### src/rtl/fibonacci_seq_if.sv
// Board-side signal bundle for the Fibonacci generator: switch inputs and
// display-facing outputs, with the generator on the slave side.
interface fibonacci_seq_if #(
  parameter int WIDTH = 12,
  parameter int IW    = 4
);
  logic [1:0]       SW;
  logic [WIDTH-1:0] FIBOUT;
  logic [IW-1:0]    IDX;
  logic             DONE;
  logic             OVF;

  modport master (output SW, input FIBOUT, IDX, DONE, OVF);
  modport slave  (input SW, output FIBOUT, IDX, DONE, OVF);
endinterface

### src/rtl/fibonacci_seq.sv
// Parametrised Fibonacci term generator stepped by an internal clock-enable
// divider; one-shot (stop on end/overflow) or loop (restart with pulses).
module fibonacci_seq #(
  parameter int WIDTH    = 12,
  parameter int N_TERMS  = 15,
  parameter int TICK_DIV = 125000000,
  parameter int MODE     = 0
) (
  input logic           clk,
  fibonacci_seq_if.slave bus
);
  localparam int IW = (N_TERMS > 2) ? $clog2(N_TERMS) : 1;
  localparam int TW = (TICK_DIV > 1) ? $clog2(TICK_DIV) : 1;
  localparam logic [IW-1:0] LAST_IDX = IW'(N_TERMS - 1);
  localparam logic [TW-1:0] LAST_TC  = TW'(TICK_DIV - 1);
  localparam bit LOOP = (MODE != 0);

  logic             rst, pause;
  logic [WIDTH-1:0] prev, curr;
  logic             cov;
  logic [IW-1:0]    idx, idx_nxt;
  logic [TW-1:0]    tcnt;
  logic             done, ovf;
  logic             tick, step;
  logic [WIDTH:0]   sum;

  assign rst     = bus.SW[0];
  assign pause   = bus.SW[1];
  assign tick    = (tcnt == LAST_TC);
  assign step    = tick & ~pause & ~(!LOOP & done);
  assign sum     = {1'b0, prev} + {1'b0, curr};
  assign idx_nxt = idx + 1'b1;

  always_ff @(posedge clk or posedge rst) begin
    if (rst) begin
      prev <= '0;
      curr <= {{(WIDTH-1){1'b0}}, 1'b1};
      cov  <= 1'b0;
      idx  <= '0;
      tcnt <= '0;
      done <= 1'b0;
      ovf  <= 1'b0;
    end else begin
      tcnt <= tick ? '0 : tcnt + 1'b1;
      // Loop-mode flags are single-cycle pulses; one-shot flags are sticky.
      if (LOOP) begin
        done <= 1'b0;
        ovf  <= 1'b0;
      end
      if (step) begin
        if (cov) begin
          done <= 1'b1;
          ovf  <= 1'b1;
          if (LOOP) begin
            prev <= '0;
            curr <= {{(WIDTH-1){1'b0}}, 1'b1};
            cov  <= 1'b0;
            idx  <= '0;
          end
        end else if (LOOP && idx == LAST_IDX) begin
          prev <= '0;
          curr <= {{(WIDTH-1){1'b0}}, 1'b1};
          cov  <= 1'b0;
          idx  <= '0;
          done <= 1'b1;
        end else begin
          // curr may already be wrapped; cov keeps it from ever reaching FIBOUT.
          prev <= curr;
          curr <= sum[WIDTH-1:0];
          cov  <= sum[WIDTH];
          idx  <= idx_nxt;
          if (!LOOP && idx_nxt == LAST_IDX) done <= 1'b1;
        end
      end
    end
  end

  assign bus.FIBOUT = prev;
  assign bus.IDX    = idx;
  assign bus.DONE   = done;
  assign bus.OVF    = ovf;
endmodule

### src/flat_wrapper.sv
// flat-port wrapper written by rule: the top's interface ports become plain ports
module fibonacci_seq_flat 
#(
  parameter int WIDTH    = 12,
  parameter int N_TERMS  = 15,
  parameter int TICK_DIV = 125000000,
  parameter int MODE     = 0
)
  (clk, bus_SW, bus_FIBOUT, bus_IDX, bus_DONE, bus_OVF);
  fibonacci_seq_if #(.WIDTH(WIDTH), .IW(4)) bus_i ();
  input logic clk;
  input wire logic [$bits(bus_i.SW)-1:0] bus_SW;
  output wire logic [$bits(bus_i.FIBOUT)-1:0] bus_FIBOUT;
  output wire logic [$bits(bus_i.IDX)-1:0] bus_IDX;
  output wire logic [$bits(bus_i.DONE)-1:0] bus_DONE;
  output wire logic [$bits(bus_i.OVF)-1:0] bus_OVF;
  assign bus_i.SW = bus_SW;
  assign bus_FIBOUT = bus_i.FIBOUT;
  assign bus_IDX = bus_i.IDX;
  assign bus_DONE = bus_i.DONE;
  assign bus_OVF = bus_i.OVF;
  fibonacci_seq #(.WIDTH(WIDTH), .N_TERMS(N_TERMS), .TICK_DIV(TICK_DIV), .MODE(MODE)) u_core (.clk(clk), .bus(bus_i));
endmodule
### config.mk
export PLATFORM = sky130hd
export DESIGN_NAME = fibonacci_seq_flat
export DESIGN_NICKNAME = d
export VERILOG_FILES = /design/src/rtl/fibonacci_seq_if.sv /design/src/rtl/fibonacci_seq.sv /design/src/flat_wrapper.sv
export SDC_FILE = /design/constraint.sdc
export NUM_CORES = 1
export LEC_CHECK = 0
export CORE_MARGIN = 2
export CORE_UTILIZATION = 58
export CTS_BUF_LIST = sky130_fd_sc_hd__clkbuf_4
export CTS_CLUSTER_DIAMETER = 150
export CTS_CLUSTER_SIZE = 20
export DETAILED_ROUTE_END_ITERATION = 10
export GPL_TIMING_DRIVEN = 0
export PLACE_DENSITY = 0.9
export RECOVER_POWER = 25
export SYNTH_ARGS = -nofsm -noshare
export SYNTH_HDL_FRONTEND = slang
export SYNTH_SLANG_ARGS = --single-unit
### constraint.sdc
create_clock -name clk -period 2.51 [get_ports clk]
set_input_delay 0.3765 -clock clk [delete_from_list [all_inputs] [get_ports clk]]
set_output_delay 0.3765 -clock clk [all_outputs]
set_load 0.01 [all_outputs]
==> impl_metrics.toml <==
[floorplanning]
rows = 26
die_w_um = 76.5
dieHeight_um = 76.5
core-area_sq_um = 5110
io_pins = 21
dieArea_sq_um = 5860
start_util = 0.598

[worst_setup_path]
path_cells = "or4b_4, nor4_1, nand3_1, nor2_1, mux2_2"
endpoint_kind = "register"
crit_required_ns = 2.80
cpPeakStageDelay_ns = 0.59
start_kind = "register"
crit_path_max_fanout = 5
path_class = "reg -> reg"
critPathSlowestCell = "or4b_4"
critPathBufInv = 0
cp.arrival_ns = 2.71
crit_family = "simple AND/OR/NAND/NOR gates"

[outcome]
status = "finished, final reports clean"

[power]
powerDensity_nw_per_um2 = 510
vdd_drop_max_mv = 0.476
total_power_uw = 1810
cellLeakagePower_uw = 0.00170

[synthesis]
yosysUniqueCellTypes = 42
synth_area_sq_um = 3050
yosysTopAreaCell = "dfrtp_1"
synth_area_per_cell_sq_um = 10.9
synth_nets = 299
syn_inst = 280
synth_seq_area_share = 0.476
ys_warn_count = 0
synth_area_leaders = "dfrtp_1 (47%), xor2_1 (6.3%), ha_1 (6.2%), mux2_4 (5.4%), xnor2_1 (4.0%)"
synth_top_cell_area_share = 0.467
synth-seq-cells = 58

[global_route]
antenna_found_initial = 0
grt_max_degree = 31
overflow = 0
grt.total_usage = 0.229
grt_pass1_wl_um = 10500
grt_pass1_vias = 2206

[sta]
hold_violations = 0
clock_skew_ns = 0.0136
tightest_slew_ns = 1.09
finalCritPeriodShare = 0.962
fmax_ghz = 0.414
slew_headroom = 0.270
setup-tns-final_ns = 0
whs_ns = 0.486
grt_setup_unrepaired = "no"
finalSetupViolCount = 0
drv_slew = 0
period_minus_slack_ns = 2.42

[routing]
first_pass_iters = 4
final_antenna_net_count = 0
drc_errors = 0
drtIter0Drc = 183
vias = 2231
routed_wl_um = 6050
wl_per_cell_um = 15.6
vias_per_cell = 5.76

[cells_and_area]
num-nets-final = 331
fillers = 391
fin_cells = 387
drive_gt1_frac = 0.151
num_antenna_cells = 0
area_growth_pct = 16.1
final_area_sq_um = 3540

[clock_network]
clk_pin_slew_ns = 0.10
cts_buffers = 9
cts_setup_buffers = 0
cts_tree = "done"
postCtsHoldBufs = 0
cts_resized = 0
insertion_delay_ns = 0.41
cts.sinks = 58
htreeDepth = 3
cts.path.max_buffers = 2
root_buffer = "clkbuf_4"

[placement]
place_area_sq_um = 3360
portBuffers = 20
dp_hpwl_um = 4210
gp_congestion = 0.888
dp.cells = 371

[flow_run]
maxCapViolations = 0

[hold_path]
hold_path_class = "reg -> reg"
[final cells by class]
class	count	area, sq um	share of cell area
buffer	6	41.3	0.0117
clock buffer	9	67.6	0.0191
multi-input combinational	211	1560	0.441
sequential	58	1450	0.410
tap	70	87.6	0.0247
clock inverter	7	108	0.0304
timing repair buffer	21	205	0.0579
inverter	5	18.8	0.00530
[power breakdown]
part / internal, uW / total, uW / switching, uW
Clock: 495 / 848 / 354
Combinational: 3.61 / 23.7 / 20.1
Sequential: 934 / 934 / 0
Total: 1430 / 1810 / 374
[per-stage QoR]
stage / util / setup WS [ns]
2_1_floorplan: - / 0.320
3_3_place_gp: 0.654 / -0.309
6_report: 0.694 / 0.0949
5_1_grt: 0.694 / 0.0236
3_5_place_dp: 0.658 / 0.103
4_1_cts: 0.692 / 0.0610
[cells in the final DEF (no fill, tap or decap), types with 2 or more instances in the layout]
| master | Yosys | routed |
|---|---|---|
| dfrtp_1 | 57 | 57 |
| nor2_1 | 27 | 27 |
| nand2_1 | 24 | 24 |
| xor2_1 | 22 | 22 |
| clkdlybuf4s50_1 | 0 | 19 |
| o21ai_0 | 15 | 15 |
| ha_1 | 15 | 15 |
| xnor2_1 | 14 | 14 |
| nand3_1 | 13 | 13 |
| mux2_4 | 11 | 11 |
| clkbuf_4 | 0 | 9 |
| nand4_1 | 8 | 8 |
| a21oi_1 | 7 | 7 |
| nor3_1 | 6 | 6 |
| mux2_2 | 6 | 6 |
| inv_1 | 5 | 5 |
| o21bai_1 | 4 | 4 |
| nand4b_1 | 3 | 3 |
| nor4_2 | 0 | 3 |
| buf_2 | 3 | 3 |
| a21o_1 | 3 | 3 |
| and3_1 | 3 | 3 |
| nor2b_1 | 3 | 3 |
| nand3b_1 | 3 | 3 |
| bufinv_16 | 0 | 3 |
| buf_6 | 2 | 2 |
| nor4_1 | 5 | 2 |
| o211ai_1 | 2 | 2 |
| clkinv_2 | 0 | 2 |
| clkinv_1 | 0 | 2 |
[kinds of logic after synthesis]
group,Yosys count,share of synthesized area
XOR/XNOR,36,0.103
buffers and inverters,11,0.0197
flip-flops,58,0.476
AO/OA/AOI/OAI,39,0.0799
multiplexers,17,0.0763
AND/OR/NAND/NOR,103,0.177
adder cells (fa/ha/maj),16,0.0681
[per-layer routing]
metal / vias to the layer above / GRT usage / routed length, um
li1: 1059 / - / -
met1: 1118 / 0.285 / 2590
met2: 43 / 0.388 / 3200
met3: 11 / 0.0391 / 174
met4: 0 / 0.109 / 85
met5: - / 0 / 0
[Yosys cell counts (all sizes together)]
cell type  count
o211ai         2
or3b           1
inv            5
nor4           6
a211o          1
nand4          8
nand3         14
nand2         24
a31o           1
o21ai         15
a21o           3
xnor2         14
or4b           2
clkbuf         1
dfrtp         57
nor3           6
a211oi         2
nand3b         3
and3           3
a21oi          7
mux2          17
ha            15
nor2          27
o21bai         4
dfstp          1
nand4b         3
and4           1
fa             1
a311oi         1
nor2b          3
xor2          22
a31oi          1
a41oi          1
a41o           1
buf            5
and2           1
or2            1
[state kept, by name (all words and copies together), names as in the netlist]
| register | cells |
|---|---|
| u_core.bus.DONE | 1 |
| u_core.bus.FIBOUT | 12 |
| u_core.bus.IDX | 4 |
| u_core.bus.OVF | 1 |
| u_core.cov | 1 |
| u_core.curr | 12 |
| u_core.tcnt | 27 |
[worst paths after layout]
path	from	to	slack, ns	depth (start not counted)
min in group asynchronous	bus_SW[0]	u_core.tcnt[24]	0.69	2
worst max-delay path	u_core.tcnt[18]	u_core.curr[10]	0.09	5
worst min register to register	u_core.bus.OVF	u_core.bus.OVF	0.49	1
worst max register to register	u_core.tcnt[18]	u_core.curr[10]	0.09	5
max in group asynchronous	bus_SW[0]	u_core.bus.IDX[0]	0.54	3
worst min-delay path	u_core.bus.OVF	u_core.bus.OVF	0.49	1
No activity file was read; power rests on OpenSTA's default activity.
